**src/rtl/axil_pkg.sv**
```systemverilog
// Shared constants and types for the AXI4-Lite register access arbiter.
package axil_pkg;

  localparam logic [1:0] OKAY   = 2'b00;
  localparam logic [1:0] SLVERR = 2'b10;

  typedef enum logic [2:0] {
    IDLE,
    WR_AW_W,
    WR_B,
    RD_AR,
    RD_R,
    DONE
  } arb_state_e;

  // Register accesses are word-granular; any set low address bit is rejected.
  function automatic logic is_misaligned(input logic [1:0] addr_lsb);
    return addr_lsb != 2'b00;
  endfunction

endpackage

```
**src/rtl/rr_arbiter_2.sv**
```systemverilog
// Two-way round-robin arbiter; combinational, last grant is held by the caller.
module rr_arbiter_2
  import axil_pkg::*;
(
  input  logic [1:0] req_i,
  input  logic       last_grant_i,
  input  logic       enable_i,
  output logic       gnt_valid_o,
  output logic       gnt_idx_o
);

  // Single requester wins outright; on contention the client not served last wins.
  always_comb begin
    gnt_valid_o = enable_i & (|req_i);
    gnt_idx_o   = 1'b0;
    if (req_i == 2'b11) begin
      gnt_idx_o = ~last_grant_i;
    end else begin
      gnt_idx_o = req_i[1];
    end
  end

endmodule

```
**src/rtl/axil_reg_access_arbiter.sv**
```systemverilog
// Arbitrates two request/ack clients onto a single AXI4-Lite master port,
// one transaction in flight at a time, all outputs registered.
module axil_reg_access_arbiter
  import axil_pkg::*;
#(
  parameter int ADDR_WIDTH = 32,
  parameter int DATA_WIDTH = 32
) (
  input  logic                        ACLK,
  input  logic                        ARESET,

  input  logic [1:0]                  req_i,
  input  logic [1:0]                  we_i,
  input  logic [2*ADDR_WIDTH-1:0]     addr_i,
  input  logic [2*DATA_WIDTH-1:0]     wdata_i,
  input  logic [2*(DATA_WIDTH/8)-1:0] wstrb_i,
  output logic [1:0]                  ack_o,
  output logic [DATA_WIDTH-1:0]       rdata_o,
  output logic [1:0]                  resp_o,
  output logic                        busy_o,
  output logic                        grant_o,

  output logic [ADDR_WIDTH-1:0]       m_axil_awaddr,
  output logic                        m_axil_awvalid,
  input  logic                        m_axil_awready,
  output logic [DATA_WIDTH-1:0]       m_axil_wdata,
  output logic [DATA_WIDTH/8-1:0]     m_axil_wstrb,
  output logic                        m_axil_wvalid,
  input  logic                        m_axil_wready,
  input  logic [1:0]                  m_axil_bresp,
  input  logic                        m_axil_bvalid,
  output logic                        m_axil_bready,
  output logic [ADDR_WIDTH-1:0]       m_axil_araddr,
  output logic                        m_axil_arvalid,
  input  logic                        m_axil_arready,
  input  logic [DATA_WIDTH-1:0]       m_axil_rdata,
  input  logic [1:0]                  m_axil_rresp,
  input  logic                        m_axil_rvalid,
  output logic                        m_axil_rready
);

  localparam int STRB_WIDTH = DATA_WIDTH / 8;

  arb_state_e              state_q, state_d;
  logic                    last_grant_q, last_grant_d;
  logic                    grant_q, grant_d;
  logic                    we_q, we_d;
  logic [ADDR_WIDTH-1:0]   addr_q, addr_d;
  logic [DATA_WIDTH-1:0]   wdata_q, wdata_d;
  logic [STRB_WIDTH-1:0]   wstrb_q, wstrb_d;
  logic                    awvalid_q, awvalid_d;
  logic                    wvalid_q, wvalid_d;
  logic                    aw_done_q, aw_done_d;
  logic                    w_done_q, w_done_d;
  logic                    bready_q, bready_d;
  logic                    arvalid_q, arvalid_d;
  logic                    rready_q, rready_d;
  logic [1:0]              ack_q, ack_d;
  logic [DATA_WIDTH-1:0]   rdata_q, rdata_d;
  logic [1:0]              resp_q, resp_d;

  logic [1:0]              req_eff;
  logic                    gnt_valid;
  logic                    gnt_idx;
  logic                    cand_we;
  logic [ADDR_WIDTH-1:0]   cand_addr;
  logic [DATA_WIDTH-1:0]   cand_wdata;
  logic [STRB_WIDTH-1:0]   cand_wstrb;
  logic                    aw_hs;
  logic                    w_hs;

  // The ack is visible during the IDLE cycle that also arbitrates; the acked
  // client still holds req then, so it is masked to avoid re-granting it.
  assign req_eff = req_i & ~ack_q;
  assign aw_hs   = awvalid_q & m_axil_awready;
  assign w_hs    = wvalid_q & m_axil_wready;

  rr_arbiter_2 u_arb (
    .req_i        (req_eff),
    .last_grant_i (last_grant_q),
    .enable_i     (state_q == IDLE),
    .gnt_valid_o  (gnt_valid),
    .gnt_idx_o    (gnt_idx)
  );

  // Select the command slice belonging to the winning client.
  always_comb begin
    cand_we    = we_i[0];
    cand_addr  = addr_i[ADDR_WIDTH-1:0];
    cand_wdata = wdata_i[DATA_WIDTH-1:0];
    cand_wstrb = wstrb_i[STRB_WIDTH-1:0];
    if (gnt_idx) begin
      cand_we    = we_i[1];
      cand_addr  = addr_i[2*ADDR_WIDTH-1:ADDR_WIDTH];
      cand_wdata = wdata_i[2*DATA_WIDTH-1:DATA_WIDTH];
      cand_wstrb = wstrb_i[2*STRB_WIDTH-1:STRB_WIDTH];
    end
  end

  // Next-state and registered-output logic for the transaction FSM.
  always_comb begin
    state_d      = state_q;
    last_grant_d = last_grant_q;
    grant_d      = grant_q;
    we_d         = we_q;
    addr_d       = addr_q;
    wdata_d      = wdata_q;
    wstrb_d      = wstrb_q;
    awvalid_d    = awvalid_q;
    wvalid_d     = wvalid_q;
    aw_done_d    = aw_done_q;
    w_done_d     = w_done_q;
    bready_d     = bready_q;
    arvalid_d    = arvalid_q;
    rready_d     = rready_q;
    ack_d        = '0;
    rdata_d      = rdata_q;
    resp_d       = resp_q;

    case (state_q)
      IDLE: begin
        if (gnt_valid) begin
          grant_d      = gnt_idx;
          last_grant_d = gnt_idx;
          we_d         = cand_we;
          addr_d       = cand_addr;
          wdata_d      = cand_wdata;
          wstrb_d      = cand_wstrb;
          aw_done_d    = 1'b0;
          w_done_d     = 1'b0;
          rdata_d      = '0;
          resp_d       = OKAY;
          if (is_misaligned(cand_addr[1:0])) begin
            resp_d  = SLVERR;
            state_d = DONE;
          end else if (cand_we) begin
            awvalid_d = 1'b1;
            wvalid_d  = 1'b1;
            state_d   = WR_AW_W;
          end else begin
            arvalid_d = 1'b1;
            state_d   = RD_AR;
          end
        end
      end

      WR_AW_W: begin
        if (aw_hs) begin
          awvalid_d = 1'b0;
          aw_done_d = 1'b1;
        end
        if (w_hs) begin
          wvalid_d = 1'b0;
          w_done_d = 1'b1;
        end
        if ((aw_done_q | aw_hs) && (w_done_q | w_hs)) begin
          bready_d = 1'b1;
          state_d  = WR_B;
        end
      end

      WR_B: begin
        if (m_axil_bvalid && bready_q) begin
          resp_d   = m_axil_bresp;
          bready_d = 1'b0;
          state_d  = DONE;
        end
      end

      RD_AR: begin
        if (arvalid_q && m_axil_arready) begin
          arvalid_d = 1'b0;
          rready_d  = 1'b1;
          state_d   = RD_R;
        end
      end

      RD_R: begin
        if (m_axil_rvalid && rready_q) begin
          rdata_d  = m_axil_rdata;
          resp_d   = m_axil_rresp;
          rready_d = 1'b0;
          state_d  = DONE;
        end
      end

      DONE: begin
        ack_d[grant_q] = 1'b1;
        state_d        = IDLE;
      end

      default: begin
        state_d = IDLE;
      end
    endcase
  end

  // State and output registers with synchronous reset.
  always_ff @(posedge ACLK) begin
    if (ARESET) begin
      state_q      <= IDLE;
      last_grant_q <= 1'b1;
      grant_q      <= 1'b0;
      we_q         <= 1'b0;
      addr_q       <= '0;
      wdata_q      <= '0;
      wstrb_q      <= '0;
      awvalid_q    <= 1'b0;
      wvalid_q     <= 1'b0;
      aw_done_q    <= 1'b0;
      w_done_q     <= 1'b0;
      bready_q     <= 1'b0;
      arvalid_q    <= 1'b0;
      rready_q     <= 1'b0;
      ack_q        <= '0;
      rdata_q      <= '0;
      resp_q       <= '0;
    end else begin
      state_q      <= state_d;
      last_grant_q <= last_grant_d;
      grant_q      <= grant_d;
      we_q         <= we_d;
      addr_q       <= addr_d;
      wdata_q      <= wdata_d;
      wstrb_q      <= wstrb_d;
      awvalid_q    <= awvalid_d;
      wvalid_q     <= wvalid_d;
      aw_done_q    <= aw_done_d;
      w_done_q     <= w_done_d;
      bready_q     <= bready_d;
      arvalid_q    <= arvalid_d;
      rready_q     <= rready_d;
      ack_q        <= ack_d;
      rdata_q      <= rdata_d;
      resp_q       <= resp_d;
    end
  end

  assign ack_o          = ack_q;
  assign rdata_o        = rdata_q;
  assign resp_o         = resp_q;
  assign busy_o         = (state_q != IDLE);
  assign grant_o        = grant_q;
  assign m_axil_awaddr  = addr_q;
  assign m_axil_awvalid = awvalid_q;
  assign m_axil_wdata   = wdata_q;
  assign m_axil_wstrb   = wstrb_q;
  assign m_axil_wvalid  = wvalid_q;
  assign m_axil_bready  = bready_q;
  assign m_axil_araddr  = addr_q;
  assign m_axil_arvalid = arvalid_q;
  assign m_axil_rready  = rready_q;

  // we_q is carried for completeness of the latched command.
  logic unused_we;
  assign unused_we = we_q;

endmodule

```
**config.mk**
```make
export PLATFORM = sky130hd
export DESIGN_NAME = axil_reg_access_arbiter
export DESIGN_NICKNAME = d
export VERILOG_FILES = /design/src/rtl/axil_pkg.sv /design/src/rtl/rr_arbiter_2.sv /design/src/rtl/axil_reg_access_arbiter.sv
export SDC_FILE = /design/constraint.sdc
export NUM_CORES = 1
export LEC_CHECK = 0
export CAP_MARGIN = 20
export CORE_MARGIN = 1.5
export CORE_UTILIZATION = 25
export CTS_CLUSTER_DIAMETER = 150
export DETAILED_ROUTE_END_ITERATION = 10
export GPL_TIMING_DRIVEN = 1
export PLACE_DENSITY = 0.67
export SLEW_MARGIN = 20
export SYNTH_ARGS = -nofsm -noshare
export SYNTH_HDL_FRONTEND = slang
export SYNTH_SLANG_ARGS = --single-unit
```
**constraint.sdc**
```tcl
create_clock -name ACLK -period 1.62 [get_ports ACLK]
set_input_delay 0.324 -clock ACLK [delete_from_list [all_inputs] [get_ports ACLK]]
set_output_delay 0.324 -clock ACLK [all_outputs]
set_load 0.005 [all_outputs]
```
==> results.toml, run 1 <==
[timing]
final_critical_path_setup_slack_ns = 0.03061
setup_violations = 0
max-slew-margin-rel = 0.7391
finClkSkew_ns = 0.01001
timing.hold.ws_ns = 0.2731
timing.final.crit_period_ns = 1.589
timing_worst_slew_pin_value_ns = 0.3888
final_max_slew_viol_count = 0
timing.fmax_mhz = 629.2
grt_setup_unrepaired = "yes"
hold_viol = 0
timing.final.crit_share = 0.9811

[yosys]
syn_inst = 684
synth.ff_latch_count = 116
synth-compound-area-share = 0.2595
yosys_synthesis_warning_count = 0
synth_mux_area_frac = 0
ys_async_sr_fraction = 0
yosys-top-cells-count = "sky130_fd_sc_hd__nand2_1 (180), sky130_fd_sc_hd__dfxtp_1 (116), sky130_fd_sc_hd__nor2_1 (77), sky130_fd_sc_hd__a311oi_2 (57), sky130_fd_sc_hd__buf_4 (44)"
yosys.area_share.xor_xnor = 0.001530
synth-simple-area-share = 0.2332
total_standard_cell_area_after_synthesis_um2 = 5724
synth.lib_cells_used.distinct = 51
syn-mean-instance-area_um2 = 8.369
synthAdderAreaFrac = 0
synth_edf_count = 0
synth_top_family_by_area = "compound AO/OA/AOI/OAI gates"
synth_sequential_area_ratio = 0.4057
synth_top_area_share = 0.4057
post-synth-top-count-cell = "sky130_fd_sc_hd__nand2_1"
yosys.area.top_type = "sky130_fd_sc_hd__dfxtp_1"
netlist_top_cells_area = "sky130_fd_sc_hd__dfxtp_1 (41%), sky130_fd_sc_hd__a311oi_2 (15%), sky130_fd_sc_hd__nand2_1 (12%), sky130_fd_sc_hd__buf_4 (5.8%), sky130_fd_sc_hd__nor2_1 (5.0%)"
synth_fp_nets = 867
postSynth.topFlopCell = "sky130_fd_sc_hd__dfxtp_1"

[routing]
postRouteWirelength_um = 21720
initial_detailed_routing_violation_count = 269
avgRoutedWirePerCell_um = 16.49
routed-via-count = 6181
drt_drc_violations_left = 0
ratio_of_routed_vias_to_standard_cells = 4.693
detail-route-antenna-nets = 0
drtPass1Iterations = 4

[finish]
layout-area-overhead-vs-synth_pct = 85.33
finalNetCount = 1203
final_layout_size_suffix_gt1_frac = 0.2173
utilization = 0.4700

[clock_tree]
tritoncts = "done"
cts_max_level = 4
worst_setup_hold_path_clk_slew_ns = 0.06
clock_sinks = 116
ctsHoldBuffers = 0
cts_buffer_depth = 2
worst_skew_pair.late_latency_ns = 0.41
tritoncts.num_buffers = 17
root_buffer = "sky130_fd_sc_hd__clkbuf_16"

[critical_path]
critical_path_cell_sequence = "clkdlybuf4s50_1"
critical_path_buffer_and_inverter_count = 1
crit_fanout = 2
required_ns = 1.30
crit_path_end_kind = "output pin"
criticalPathCategory = "reg2out"
timing.rr.start = "state_q[0]"
crit_path_max_incr_delay_ns = 0.52
worst_ep_arrival_time_ns = 1.27
cpMaxStageDelayCell = "sky130_fd_sc_hd__clkdlybuf4s50_1"
worst_path_dominant_cell_family = "buffers and inverters"
timing.critical_path.from = "m_axil_wdata[21]"
timing.critical_path.from_type = "register"

[die]
floorplan.die.width_um = 154.3
floorplan.io_pins = 326
rows = 55
coreArea_um2 = 22570
initial_utilization = 0.2536
die-height_um = 154.3
design.die.area_um2 = 23810

[global_routing]
grt_pass1_wl_um = 32490
grtUsageMet3 = 0.06024
grt-busiest-layer = "met2"
globalRouteMet2Util = 0.3017
grt_start_max_net_pins = 41
met1_usage_grt = 0.1988
global_route.overflow_total = 0
vias_in_the_first_global_route = 5971
grt_usage = 0.1732
antenna_found_initial = 1

[placement]
io_port_bufs = 325
detailed_placer_s_ending_hpwl_um = 15280
place_congestion = 0.7944
dp_worst_setup_slack_ns = -0.5031

[power]
power_density_nw_per_um2 = 1658
total_leakage_power_nw = 4.927
ir_worst_vdd_mv = 0.6834

[flow_run]
max-cap-violations = 0

[worst_hold_path]
min_path_type = "in2reg"
hold_start = "ARESET"

[run_status]
outcome = "finished clean"
## logic make-up (layout without fill, tap and decap cells)
kind of cell    count (synthesis)  in the layout
buf+inv                        99            446
flops                         116            116
other cells                     0              1
simple gates                  319            319
compound gates                149            149
xor+xnor                        1              1
## per-layer routing
metal  up-vias  wire [um]
li1       3039          -
met5         -          0
met1      2872       8920
met2       240      10700
met3        30       1613
met4         0        480
## flip-flops by register name, indices dropped and copies added, names as in the netlist
register	cells
ack_o	2
aw_done_q	1
grant_o	1
last_grant_q	1
m_axil_araddr	32
m_axil_arvalid	1
m_axil_awvalid	1
m_axil_bready	1
m_axil_rready	1
m_axil_wdata	32
m_axil_wstrb	4
m_axil_wvalid	1
rdata_o	32
resp_o	2
state_q	3
w_done_q	1
## power by group
part / internal [mW] / switching (mW)
Sequential: 3.90 / 0.637
Clock: 2.59 / 1.35
Combinational: 5.11 / 4.02
Total: 11.6 / 6.00
## worst paths after layout
| path | to | slack (ns) | cells past startpoint |
|---|---|---|---|
| max reg2reg | m_axil_araddr[3] | 0.04 | 8 |
| min | m_axil_araddr[20] | 0.27 | 2 |
| min reg2reg | rdata_o[25] | 0.45 | 2 |
| max | m_axil_wdata[21] | 0.03 | 1 |
## stage by stage
stage	power, mW	area (um2)	setup TNS, ns	cells
after global placement	12.92	9472	-41.02	1264
after CTS	17.01	10100	0	1295
after floorplan	8.763	5724	0	684
after detailed placement	13.02	9472	-44.06	1264
final	17.59	10610	0	1317
after global routing	18.71	10610	-1.398	1317
## placed cells by master, fill, tap and decap left out, types with 4 or more instances in the layout
master / netlist / layout
sky130_fd_sc_hd__a211oi_1: 5 / 5
sky130_fd_sc_hd__a21oi_1: 41 / 41
sky130_fd_sc_hd__a311oi_1: 13 / 11
sky130_fd_sc_hd__a311oi_2: 57 / 59
sky130_fd_sc_hd__a31oi_1: 5 / 5
sky130_fd_sc_hd__buf_12: 0 / 15
sky130_fd_sc_hd__buf_4: 44 / 58
sky130_fd_sc_hd__bufinv_16: 0 / 4
sky130_fd_sc_hd__clkbuf_16: 0 / 23
sky130_fd_sc_hd__clkdlybuf4s50_1: 0 / 237
sky130_fd_sc_hd__dfxtp_1: 116 / 81
sky130_fd_sc_hd__dfxtp_2: 0 / 35
sky130_fd_sc_hd__dlygate4sd2_1: 0 / 23
sky130_fd_sc_hd__dlymetal6s2s_1: 0 / 63
sky130_fd_sc_hd__inv_1: 8 / 8
sky130_fd_sc_hd__nand2_1: 180 / 180
sky130_fd_sc_hd__nand3_1: 38 / 38
sky130_fd_sc_hd__nor2_1: 77 / 77
## final cells by class
cell class / count / area (um2)
fill: 2152 / 11960
antenna: 1 / 2.502
tap: 285 / 356.6
clock inverter: 10 / 157.7
timing repair buffer: 407 / 4330
inverter: 9 / 33.78
clock buffer: 20 / 446.7
multi-input combinational: 469 / 2915
sequential: 116 / 2366
## repair_timing
action,in CTS,in global routing
setup endpoints to repair,103,183
hold endpoints to repair,0,0
resized for setup,58,84
cloned,0,6
pin swaps,2,13
setup buffers,1,15
(Power assumes the default switching activity.)
==> inputs of run 2 (changes only) <==
--- a/config.mk
+++ b/config.mk
@@ -11,6 +11,7 @@
 export CTS_CLUSTER_DIAMETER = 150
 export DETAILED_ROUTE_END_ITERATION = 10
 export GPL_TIMING_DRIVEN = 1
+export HOLD_SLACK_MARGIN = 0.15
 export PLACE_DENSITY = 0.67
 export SLEW_MARGIN = 20
 export SYNTH_ARGS = -nofsm -noshare
==> results of run 2 <==
No change in the layout: final DEF, timing and power equal those of run 1.
==> inputs of run 3 (changes only) <==
--- a/config.mk
+++ b/config.mk
@@ -7,12 +7,12 @@
 export LEC_CHECK = 0
 export CAP_MARGIN = 20
 export CORE_MARGIN = 1.5
-export CORE_UTILIZATION = 25
+export CORE_UTILIZATION = 35
 export CTS_CLUSTER_DIAMETER = 150
 export DETAILED_ROUTE_END_ITERATION = 10
 export GPL_TIMING_DRIVEN = 1
 export HOLD_SLACK_MARGIN = 0.15
-export PLACE_DENSITY = 0.67
+export PLACE_DENSITY = 0.85
 export SLEW_MARGIN = 20
 export SYNTH_ARGS = -nofsm -noshare
 export SYNTH_HDL_FRONTEND = slang
==> run 3 against run 2 <==
Compared with the run above:
- the run now ends with negative setup slack left
- clock power grew 5%
- power shrank 0.34%
- hold slack lost 0.058 ns
- setup slack lost 0.16 ns
- combinational power shrank 3.2%
- via count grew 4.4%
- fmax shrank 9.2%
- largest cell class unchanged
- final cell count shrank 5.0%
- critical path depth grew 6
- die area shrank 28%
- global-route usage grew 6.7 points
==> results.toml, run 3 (synthesis gave the netlist of run 1 again) <==
[placement]
io_port_bufs = 325
place_congestion = 0.8662
dp.cells = 1204
detailed_placer_s_ending_hpwl_um = 15220

[timing]
final_critical_path_setup_slack_ns = -0.1307
timing.final.crit_share = 1.081
timing_worst_slew_pin_value_ns = 0.3734
timing.setup.tns_ns = -0.1881
grt_setup_unrepaired = "yes"
setup_violations = 4
max-slew-margin-rel = 0.7494
hold_viol = 0
finClkSkew_ns = 0.01275
timing.fmax_mhz = 571.2
timing.final.crit_period_ns = 1.751
final_max_slew_viol_count = 0

[die]
die-height_um = 130.9
floorplan.io_pins = 326
coreArea_um2 = 15940
initial_utilization = 0.3590
design.die.area_um2 = 17130
rows = 46
floorplan.die.width_um = 130.9

[worst_hold_path]
min_path_cells = 2
hold_start = "ARESET"
min_to = "m_axil_wdata[29]"
min_path_type = "in2reg"

[clock_tree]
cts_max_level = 4
worst_setup_hold_path_clk_slew_ns = 0.06
cts_buffer_depth = 2
root_buffer = "sky130_fd_sc_hd__clkbuf_16"
worst_skew_pair.late_latency_ns = 0.42
ctsHoldBuffers = 0
tritoncts = "done"
clock_sinks = 116
tritoncts.num_buffers = 17

[critical_path]
crit_path_end_kind = "register"
cell_type_with_the_highest_occurrence_count_on_the_critical_path = "sky130_fd_sc_hd__buf_12"
worst_ep_arrival_time_ns = 2.04
crit_path_max_incr_delay_ns = 0.38
rrSetupSlack_ns = -0.13
worstReg2RegEnd = "m_axil_araddr[9]"
timing.critical_path.from_type = "register"
criticalPathCategory = "reg2reg"
timing.critical_path.from = "state_q[0]"
cpMaxStageDelayCell = "sky130_fd_sc_hd__dfxtp_4"
r2r_cells = 7
critical_path_cell_sequence = "nor3_4 -> inv_2 -> a21oi_4 -> buf_12 -> buf_12 -> nor2_1 -> a311oi_1"
crit_fanout = 21
required_ns = 1.91
worst_path_dominant_cell_family = "compound AO/OA/AOI/OAI gates"
critical_path_buffer_and_inverter_count = 3
timing.rr.start = "state_q[0]"

[routing]
drtPass1Iterations = 5
drt_drc_violations_left = 0
ratio_of_routed_vias_to_standard_cells = 5.157
initial_detailed_routing_violation_count = 446
avgRoutedWirePerCell_um = 17.76
detail-route-antenna-nets = 0
postRouteWirelength_um = 22220
routed-via-count = 6451

[global_routing]
global_route.overflow_total = 0
grt_pass1_wl_um = 31540
vias_in_the_first_global_route = 6132
grt_usage = 0.2407
grt_start_max_net_pins = 54
antenna_found_initial = 1

[finish]
final_common_cell = "sky130_fd_sc_hd__clkdlybuf4s50_1"
layout-area-overhead-vs-synth_pct = 83.15
most-common-layout-cells = "sky130_fd_sc_hd__clkdlybuf4s50_1 (224), sky130_fd_sc_hd__nand2_1 (179), sky130_fd_sc_hd__dfxtp_1 (87)"
final_layout_size_suffix_gt1_frac = 0.2166
finalNetCount = 1204
final_instance_count_excl_fillers = 1251
final_layout_fill_cell_count = 1270
utilization = 0.6576

[run_status]
violations = "negative setup slack"
outcome = "complete, but fails checks"

[power]
ir_worst_vdd_mv = 0.7901
total_leakage_power_nw = 4.860
power_density_nw_per_um2 = 1673

[flow_run]
max-cap-violations = 0
[run 3: cell types whose count changed in the layout (fill, tap and decap cells not counted), moves of 3 or more]
cell                              change
sky130_fd_sc_hd__clkdlybuf4s50_1     -13
sky130_fd_sc_hd__dfxtp_2             -11
sky130_fd_sc_hd__dfxtp_1              +6
sky130_fd_sc_hd__buf_4                +3
sky130_fd_sc_hd__dfxtp_4              +5
sky130_fd_sc_hd__clkbuf_16            -4
sky130_fd_sc_hd__dlygate4sd2_1       +21
sky130_fd_sc_hd__dlymetal6s2s_1       -8
[run 3: cell type report]
class                      count  area [um2]  share of cell area
clock buffer                  21       470.5             0.04487
tap                          216       270.3             0.02578
inverter                       9       33.78            0.003222
sequential                   116        2371              0.2262
multi-input combinational    469        2933              0.2797
clock inverter                11       173.9             0.01659
timing repair buffer         408        4229              0.4034
antenna                        1       2.502           0.0002387
[run 3: timing repair]
item	CTS	global route
gates cloned	1	2
buffers inserted	2	11
pin swaps	1	16
endpoints found under the setup margin	129	172
gates resized for setup	79	81
[run 3: where the power goes]
group | internal, mW | switching (mW) | total (mW)
sequential | 3.89 | 0.679 | 4.57
clock | 2.70 | 1.42 | 4.12
combinational | 4.77 | 4.07 | 8.84
total | 11.4 | 6.17 | 17.5
[run 3: worst max path at each step]
stage | to | slack, ns | depth (start not counted)
2_1_floorplan | m_axil_wvalid | 0.08 | 6
3_3_place_gp | m_axil_wvalid | -0.43 | 6
3_5_place_dp | m_axil_araddr[9] | -0.46 | 7
4_1_cts | busy_o | -0.09 | 3
5_1_grt | m_axil_araddr[9] | -0.16 | 7
6_report | m_axil_araddr[9] | -0.13 | 7
[run 3: through the flow]
step	hold slack, ns	setup slack [ns]	area [um2]	power [mW]
after floorplan	0.4483	0.08387	5724	8.763
after CTS	0.1964	-0.08641	10140	17.24
final	0.2151	-0.1307	10480	17.53
after detailed placement	0.4423	-0.4572	9440	13.20
after global placement	0.4374	-0.4343	9440	12.98
after global routing	0.2164	-0.1615	10480	18.45
[run 3: routing by layer]
layer | global-route usage | vias to the layer above | routed length, um
met5 | 0 | - | 0
met4 | 0.1125 | 0 | 803
li1 | - | 3046 | -
met3 | 0.07940 | 55 | 1723
met2 | 0.4025 | 294 | 11190
met1 | 0.2791 | 3056 | 8503
